## src/rtl/serializador_izq_der.sv

```systemverilog
// Bit-serial feeder and collector for single-bit gate stages. It presents operand bit pairs
// MSB-first (izq) or LSB-first (der) and rebuilds the gate's serial output into a word.
module serializador_izq_der #(
  parameter int ANCHO = 8
) (
  input  logic             clk,
  input  logic             rst_n,
  input  logic             iniciar,
  input  logic             direccion,
  input  logic [ANCHO-1:0] dato_a,
  input  logic [ANCHO-1:0] dato_b,
  input  logic             resultado_bit,
  output logic             bit_a,
  output logic             bit_b,
  output logic             valido,
  output logic             ocupado,
  output logic             listo,
  output logic [ANCHO-1:0] resultado
);

  localparam int CW = $clog2(ANCHO + 1);
  localparam logic [CW-1:0] ULTIMO = CW'(ANCHO - 1);

  localparam logic [1:0] REPOSO   = 2'd0;
  localparam logic [1:0] DESPLAZA = 2'd1;
  localparam logic [1:0] COMPLETO = 2'd2;

  logic [1:0]       estado_r;
  logic             dir_r;
  logic [CW-1:0]    cnt_r;
  logic [ANCHO-1:0] a_sh_r;
  logic [ANCHO-1:0] b_sh_r;
  logic [ANCHO-1:0] acc_r;

  logic [CW-1:0]    idx_s;
  logic [ANCHO-1:0] acc_s;
  logic             sig_a_s;
  logic             sig_b_s;
  logic [ANCHO-1:0] a_desp_s;
  logic [ANCHO-1:0] b_desp_s;

  // Result bit index follows the pair on the wire, so resultado[k] pairs with operand bit k.
  always_comb begin
    idx_s = ULTIMO;
    acc_s = acc_r;
    if (dir_r) begin
      idx_s = cnt_r;
    end else begin
      idx_s = ULTIMO - cnt_r;
    end
    for (int k = 0; k < ANCHO; k++) begin
      if (idx_s == CW'(k)) begin
        acc_s[k] = resultado_bit;
      end else begin
        acc_s[k] = acc_r[k];
      end
    end
  end

  // Next pair comes from the edge of the shift registers facing the chosen direction.
  always_comb begin
    sig_a_s  = 1'b0;
    sig_b_s  = 1'b0;
    a_desp_s = a_sh_r;
    b_desp_s = b_sh_r;
    if (dir_r) begin
      sig_a_s  = a_sh_r[0];
      sig_b_s  = b_sh_r[0];
      a_desp_s = a_sh_r >> 1'b1;
      b_desp_s = b_sh_r >> 1'b1;
    end else begin
      sig_a_s  = a_sh_r[ANCHO-1];
      sig_b_s  = b_sh_r[ANCHO-1];
      a_desp_s = a_sh_r << 1'b1;
      b_desp_s = b_sh_r << 1'b1;
    end
  end

  // Control FSM with all outputs registered.
  always_ff @(posedge clk or negedge rst_n) begin
    if (!rst_n) begin
      estado_r  <= REPOSO;
      dir_r     <= 1'b0;
      cnt_r     <= '0;
      a_sh_r    <= '0;
      b_sh_r    <= '0;
      acc_r     <= '0;
      bit_a     <= 1'b0;
      bit_b     <= 1'b0;
      valido    <= 1'b0;
      ocupado   <= 1'b0;
      listo     <= 1'b0;
      resultado <= '0;
    end else begin
      case (estado_r)
        REPOSO: begin
          listo <= 1'b0;
          if (iniciar) begin
            dir_r     <= direccion;
            cnt_r     <= '0;
            acc_r     <= '0;
            resultado <= '0;
            ocupado   <= 1'b1;
            valido    <= 1'b1;
            estado_r  <= DESPLAZA;
            if (direccion) begin
              bit_a  <= dato_a[0];
              bit_b  <= dato_b[0];
              a_sh_r <= dato_a >> 1'b1;
              b_sh_r <= dato_b >> 1'b1;
            end else begin
              bit_a  <= dato_a[ANCHO-1];
              bit_b  <= dato_b[ANCHO-1];
              a_sh_r <= dato_a << 1'b1;
              b_sh_r <= dato_b << 1'b1;
            end
          end else begin
            valido   <= 1'b0;
            ocupado  <= 1'b0;
            estado_r <= REPOSO;
          end
        end
        DESPLAZA: begin
          acc_r <= acc_s;
          cnt_r <= cnt_r + CW'(1);
          if (cnt_r == ULTIMO) begin
            valido    <= 1'b0;
            listo     <= 1'b1;
            resultado <= acc_s;
            estado_r  <= COMPLETO;
          end else begin
            bit_a    <= sig_a_s;
            bit_b    <= sig_b_s;
            a_sh_r   <= a_desp_s;
            b_sh_r   <= b_desp_s;
            estado_r <= DESPLAZA;
          end
        end
        COMPLETO: begin
          listo    <= 1'b0;
          ocupado  <= 1'b0;
          valido   <= 1'b0;
          estado_r <= REPOSO;
        end
        default: begin
          listo    <= 1'b0;
          ocupado  <= 1'b0;
          valido   <= 1'b0;
          estado_r <= REPOSO;
        end
      endcase
    end
  end

endmodule

```

## config.mk

```make
export PLATFORM = sky130hd
export DESIGN_NAME = serializador_izq_der
export DESIGN_NICKNAME = d
export VERILOG_FILES = /design/src/rtl/serializador_izq_der.sv
export SDC_FILE = /design/constraint.sdc
export NUM_CORES = 1
export LEC_CHECK = 0
export ABC_AREA = 1
export CAP_MARGIN = 20
export CORE_ASPECT_RATIO = 0.9
export CORE_MARGIN = 5
export CORE_UTILIZATION = 50
export CTS_CLUSTER_DIAMETER = 80
export DETAILED_ROUTE_END_ITERATION = 10
export PLACE_DENSITY = 0.85
export SETUP_SLACK_MARGIN = 0.2
export SLEW_MARGIN = 30
export SYNTH_ARGS = -nofsm -noshare
export SYNTH_HDL_FRONTEND = slang
export SYNTH_SLANG_ARGS = --single-unit
```

## constraint.sdc

```tcl
create_clock -name clk -period 3.5 [get_ports clk]
set_input_delay 0.525 -clock clk [delete_from_list [all_inputs] [get_ports clk]]
set_output_delay 0.525 -clock clk [all_outputs]
set_load 0.01 [all_outputs]
```

# [Word-level counts from Yosys, hierarchy flattened]
# Cells that the tools add are included.
[op_classes] eq_ne=12 addsub=2 reduce_logical=7 n_mux=44
[ops] operator="$mux 8" n=10
[ops] operator="$pmux 8 s2" n=4
[ops] operator="$mux 1" n=21
[ops] operator="$eq 4x3->1 const B" n=5
[ops] operator="$eq 4x2->1 const B" n=2
[ops] operator="$mux 4" n=2
[ops] operator="$pmux 1 s2" n=4
[ops] operator="$pmux 4 s2" n=1
[ops] operator="$ne 2x2->1 const B" n=3
[ops] operator="$reduce_and 3->1" n=2
[ops] operator="$add 4x1->4 const B" n=1
[ops] operator="$eq 4x1->1 const B" n=1
[ops] operator="$logic_not 4->1" n=1
[ops] operator="$pmux 2 s2" n=1
[ops] operator="$reduce_and 2->1" n=2
[ops] operator="$sub 3x4->4 const A" n=1
[ops] operator="$eq 2x1->1 const B" n=1
[ops] operator="$logic_not 2->1" n=1
[ops] operator="$mux 2" n=1
[ops] operator="$reduce_bool 2->1" n=1
[word_totals] out_inout_bits=13 reg_bits=44 wordCells=77

# [Depth between registers and ports, before layout]
[logic_depth] ltp_word=6 mapped_depth=10 ltp_nobuf=8

# [Worst setup path after synthesis]
# No wires, ideal clock.
[synth_timing] path_kind="input -> register" startpoint="in iniciar" endpoint="reg a_sh_r[1]" t_required_ps=3377 arrival_ps=1154 n_path_buf=1 stages=7 setup_slack_ps=2222 path_cell_list="nand3_2 -> nand2_1 -> nand2_4 -> inv_2 -> buf_6 -> o21ai_1 -> o21ai_1"
[synth_via] elab_chain_cells=2
[synth_lines] item="from (decl)" line="8" rtl="input logic iniciar,"
[synth_lines] item="$ne 2x2->1 (no line)"
[synth_lines] item="$reduce_and 3->1 (no line)"
[synth_lines] item="to (signal assigned)" line="109" rtl="a_sh_r <= dato_a >> 1'b1;"
[synth_lines] item="to (signal assigned)" line="114" rtl="a_sh_r <= dato_a << 1'b1;"
[synth_lines] item="to (signal assigned)" line="134" rtl="a_sh_r <= a_desp_s;"
[synth_lines] item="to (decl)" line="31" rtl="logic [ANCHO-1:0] a_sh_r;"
# Every way passes these cells.
# A chain may end at the register's enable or synchronous reset.

# [Final worst setup path]
[layout_timing] startpoint="in iniciar" endpoint="reg a_sh_r[4]"
# Same word-level chain as after synthesis.

==> flow_metrics.tcl <==
set metrics [dict create \
    ir_drop_mv 0.7633 \
    synth-edff-count 0 \
    hold_viol_final 0 \
    drc 0 \
    yosys.area.top_type "dfrtp_1" \
    path_clk_slew_ps 90 \
    yosys.area_share.xor_xnor 0 \
    dr_wl_met3_um 286 \
    placed_area_um2 2809 \
    cts_setup_buffers 0 \
    gp_congestion 0.8813 \
    finalNetCount 379 \
    p_sw_mw 1.333 \
    holdBufCountCts 0 \
    required_ps 3730 \
    io_pins 34 \
    grt_pass1_wl_mm 9.956 \
    route.met2.wl_mm 2.696 \
    initial_core_util 0.5166 \
    ys_ff_latch 44 \
    worstPathArrival_ps 2370 \
    slew_headroom 0.6321 \
    antenna_found_initial 0 \
    synthArstFlopShare 1.000 \
    synth_area_per_cell_um2 7.591 \
    area_growth_pct 17.18 \
    max_slew.worst_pin.slew_ps 551.9 \
    yosysUniqueCellTypes 23 \
    cp-end-kind "flop" \
    tns_ps 0 \
    synth.most_common_cell "nand2_1" \
    cts.sinks 44 \
    via_count 2244 \
    synth_top_area_frac 0.4409 \
    grt_pass1_vias 2199 \
    p_int_mw 1.477 \
    clockBufferDepth 2 \
    final-setup-viol-count 0 \
    multi_input_area_um2 1149 \
    synth_flop_cell "dfrtp_1" \
    cts_tree "done" \
    cts-root-buf "clkbuf_8" \
    wire_per_inst_um 13.35 \
    skew_ps 7.847 \
    synth-adder-area-share 0.005010 \
    maxCapViolations 0 \
    numCtsBuffers 5 \
    combPwrFrac 0.545 \
    via_per_inst 5.305 \
    fin_crit_ps 2135 \
    synthSimpleGateAreaFrac 0.3387 \
    die_w_um 84.50 \
    synth_area_um2 2497 \
    yosysWarnings 0 \
    p_clk_frac 0.142 \
    whs_ps 194.9 \
    critPathKind "input pin to flop" \
    ys_seq_area_frac 0.4409 \
    rows 24 \
    dp_hpwl_mm 4.101 \
    wl_met1_mm 2.545 \
    top_layer_used "met4" \
    power_mw 2.810 \
    rsz0062_at_grt "false" \
    core_area_um2 4835 \
    first_iter_violations 200 \
    muxShareOfSynthArea 0 \
    ant_nets 0 \
    h-tree-depth 2 \
    fp.dieH_um 77.05 \
    synth_nets 351 \
    overflow 0 \
    regArea_um2 1101 \
    fin_area_um2 2927 \
    diodes 0 \
    clk_latency_ps 300 \
    fmax_mhz 468.4 \
    grt_max_degree 45 \
    switching_share 0.4743 \
    cts_resized 0 \
    p_seq_frac 0.313 \
    n_fill_cell 413 \
    netlist_top_cells_count "nand2_1 (109), dfrtp_1 (44), inv_1 (31), o21ai_1 (31), nand3_1 (25)" \
    powerDensity_nw_per_um2 960.1 \
    wl_mm 5.646 \
    first_pass_iters 4 \
    min_period_over_period 0.6100 \
    power.leakage_nw 1.404 \
    start_kind "input pin" \
    synthesis.instances 329 \
    status "complete, no violations" \
    crit_path_max_fanout 31 \
    hp-class "input pin to asynchronous set/reset pin" \
    synth_compound_area_frac 0.1162 \
    drive_gt1_frac 0.1145 \
    die_area_um2 6510 \
    synth.area.top_cells "dfrtp_1 (44%), nand2_1 (16%), o21ai_1 (6.2%), nand3_1 (5.0%), inv_1 (4.7%)" \
    maxSlewViolCount 0 \
    io_buffers 33 \
    synth_top_family_by_area "simple AND/OR/NAND/NOR gates" \
    grt_usage 0.1888 \
]
-- kinds of logic after synthesis --
kind of cell | Yosys count
simple gates | 179
compound gates | 54
buf+inv | 51
flops | 44
fa+ha+maj | 1
-- power by group through the flow --
stage	Sequential, mW	Clock (mW)	Combinational, mW
3_5_place_dp	0.883	0	1.52
3_3_place_gp	0.873	0	1.46
5_1_grt	0.905	0.434	1.74
4_1_cts	0.876	0.405	1.53
2_1_floorplan	0.864	0	1.23
6_report	0.879	0.400	1.53
-- layout by cell type, fill, tap and decap left out, types with 3 or more instances in the layout --
cell               n
nor2_4             6
o211ai_1           6
nor2_1             9
clkdlybuf4s50_1   32
nand3_1           25
nand2_1          109
clkbuf_8           5
nand4_1           12
nand2_2           10
inv_2              6
inv_1             31
o21ai_1           31
nor2_2             3
o22ai_1            3
nand2_4            3
a21oi_1           11
dfrtp_1           44
-- stage by stage --
stage / instances / worst slack, ps / util
after floorplan: 329 / 2222 / -
after global placement: 415 / 1169 / 0.5810
after detailed placement: 415 / 1086 / 0.5810
after CTS: 423 / 1401 / 0.6048
after global routing: 423 / 1219 / 0.6053
final: 423 / 1365 / 0.6053
-- critical path, stage by stage --
cell             delay [ps]
clkdlybuf4s50_1         490
nand3_2                 150
nand2_1                 450
nand2_4                 150
inv_2                   370
o21ai_1                 130
o21ai_1                 100
-- area by class of cell --
class,count,share of cell area
flip-flops and latches,44,0.3762
multi-input cells,234,0.3925
well taps,65,0.02779
repair buffers,34,0.1146
inverters,38,0.04959
clock inverters,3,0.01582
clock buffers,5,0.02351
-- sequential cells by signal, summed over array words and instances, names as in the netlist --
register,count
ocupado,1
bit_b,1
cnt_r,4
estado_r,2
valido,1
b_sh_r,8
bit_a,1
resultado,8
listo,1
acc_r,8
dir_r,1
a_sh_r,8
-- final timing paths --
path / startpoint / to / slack [ps] / cells after the start
setup / recovery: iniciar / a_sh_r[4] / 1370 / 7
hold / removal: rst_n / listo / 190 / 1
setup reg to reg: estado_r[1] / a_sh_r[4] / 1490 / 7
hold reg to reg: resultado[0] / resultado[0] / 490 / 2
max in group asynchronous: rst_n / resultado[2] / 2920 / 1
min in group clk: resultado[0] / resultado[0] / 490 / 2
-- layer usage --
layer,vias to the layer above,global-route usage
met2,70,0.2919
met3,10,0.04180
met5,-,0
li1,1114,-
met1,1050,0.2539
met4,0,0.08228
No activity file was read; power rests on OpenSTA's default activity.
==> patch (config.mk and constraints unchanged) <==
Put one more register stage on the output `resultado`, without a reset. The value now appears one clock later. The other outputs are not delayed to match.
--- a/src/rtl/serializador_izq_der.sv
+++ b/src/rtl/serializador_izq_der.sv
@@ -24,6 +24,8 @@
   localparam logic [1:0] REPOSO   = 2'd0;
   localparam logic [1:0] DESPLAZA = 2'd1;
   localparam logic [1:0] COMPLETO = 2'd2;
+
+  logic [ANCHO-1:0] resultado_s0;
 
   logic [1:0]       estado_r;
   logic             dir_r;
@@ -90,7 +92,7 @@
       valido    <= 1'b0;
       ocupado   <= 1'b0;
       listo     <= 1'b0;
-      resultado <= '0;
+      resultado_s0 <= '0;
     end else begin
       case (estado_r)
         REPOSO: begin
@@ -99,7 +101,7 @@
             dir_r     <= direccion;
             cnt_r     <= '0;
             acc_r     <= '0;
-            resultado <= '0;
+            resultado_s0 <= '0;
             ocupado   <= 1'b1;
             valido    <= 1'b1;
             estado_r  <= DESPLAZA;
@@ -126,7 +128,7 @@
           if (cnt_r == ULTIMO) begin
             valido    <= 1'b0;
             listo     <= 1'b1;
-            resultado <= acc_s;
+            resultado_s0 <= acc_s;
             estado_r  <= COMPLETO;
           end else begin
             bit_a    <= sig_a_s;
@@ -152,5 +154,9 @@
     end
   end
 
+  always_ff @(posedge clk) begin
+    resultado <= resultado_s0;
+  end
+
 endmodule
 
Function: changed (a bounded check fails within 10 cycles, from zero or initial values and one cycle with rst_n low).
==> patch against the unedited design <==
- total power increased by 4.6%
- cell area increased by 5.0%
- maximum frequency increased by 4.8%
- wire length increased by 4.9%
- cell count increased by 1.7%
- global-route usage decreased by 0.60 points
- sequential cell count increased by 8
- worst setup slack improved by 0.098 ns
- area after synthesis increased by 4.6%
==> patch: results (changes against the unedited design) <==
Power and ir drop:
- The leakage power total is 1.44 nW (+2.3%).
- The power drawn by the sequential cells is 1.00 mW (+14%).
- The net switching power was 1.34 mW (+0.69%).
- The maximum vdd drop came to 594 uV (-22%).
- The part of the total power dissipated in combinational logic came to 51.6% (-2.9 points).

Critical path:
- The critical path capture point is b_sh_r[4].
- The largest fanout on the critical path is 12 (-61%).
- In this run the critical register-to-register path is captured at bit_a.
- The worst setup slack for register-to-register paths is 1.51 ns (+0.02 ns).
- The first element of the critical path is direccion.

Synthesis:
- The register area share after synthesis is 48.3% (+4.2 points).
- The number of unique standard cell types used by synthesis is 26 (+13%).
- The fraction of synthesis flops using an asynchronous set or reset pin is 84.6% (-15 points).
- The net count after synthesis is 356 (+1.4%).
- By area the synthesized netlist is led by sky130_fd_sc_hd__dfrtp_1, sky130_fd_sc_hd__nand2_1, sky130_fd_sc_hd__o21ai_1, sky130_fd_sc_hd__dfxtp_1, sky130_fd_sc_hd__nand3_1.

Global routing:
- The number of global-route vias before repair is 2246 (+2.1%).
- The aggregate global-route resource usage is 18.3% (-0.60 points).
- The global-route wire length before repair came to 10.0 mm (+0.42%).

STA:
- The headroom to the max-slew limit is 62.7% (-0.49 points).
- The worst hold slack is 0.193 ns (-0.00206 ns).

Placed design:
- The post-placement cell area is 2960 sq um (+5.2%).
- The post-place setup slack is 1.18 ns (+0.0939 ns).
- The placer's final routability congestion estimate came to 0.889 (+0.91%).

Route:
- The violation count after the first detailed-route iteration was 243 (+22%).
- The vias per cell came to 5.43 (+2.4%).
- The routed wire length per instance is 13.8 um (+3.2%).
- The number of iterations in the first detailed-routing pass is 5 (+1).

Final layout:
- The number of inserted filler cells in the final layout is 469 (+14%).
- The share of layout cells above drive strength 1 is 9.37% (-2.1 points).
- The layout net count was 384 (+1.3%).

Run status:
- The run finished with clean final reports.
patch: logic make-up after synthesis:
group	synth area share (%)
fa+ha+maj	0.479
simple gates	30.4
buf+inv	8.19
compound gates	12.7
flops	48.3
patch: worst max-delay path: stages:
cell	delay, ns
sky130_fd_sc_hd__clkdlybuf4s50_1	0.68
sky130_fd_sc_hd__inv_1	0.27
sky130_fd_sc_hd__nor2_1	0.44
sky130_fd_sc_hd__nand2_1	0.11
sky130_fd_sc_hd__nand4_1	0.10
sky130_fd_sc_hd__nand2_1	0.05
sky130_fd_sc_hd__o21ai_1	0.08
patch: worst min path at each step:
| stage | startpoint | end | cells past startpoint |
|---|---|---|---|
| floorplan | rst_n | a_sh_r[0] | 0 |
| global placement | resultado_s0[2] | resultado[2] | 0 |
| detailed placement | resultado_s0[2] | resultado[2] | 0 |
| CTS | resultado_s0[2] | resultado[2] | 0 |
| global route | rst_n | cnt_r[3] | 1 |
| finish | rst_n | b_sh_r[6] | 1 |
patch: per-layer routing:
layer / share of wire (%) / vias to the layer above / track usage, %
li1: - / 1137 / -
met1: 42 / 1104 / 24.0
met2: 50 / 89 / 31.6
met3: 6.5 / 6 / 2.73
met4: 0.81 / 0 / 4.67
met5: 0 / - / 0
patch: cell type report:
| type | count | area share [%] |
|---|---|---|
| Clock buffer | 5 | 2.24 |
| Timing Repair Buffer | 35 | 11.2 |
| Clock inverter | 3 | 1.51 |
| Sequential cell | 52 | 41.0 |
| Multi-Input combinational cell | 233 | 37.0 |
| Inverter | 35 | 4.36 |
| Tap cell | 67 | 2.73 |
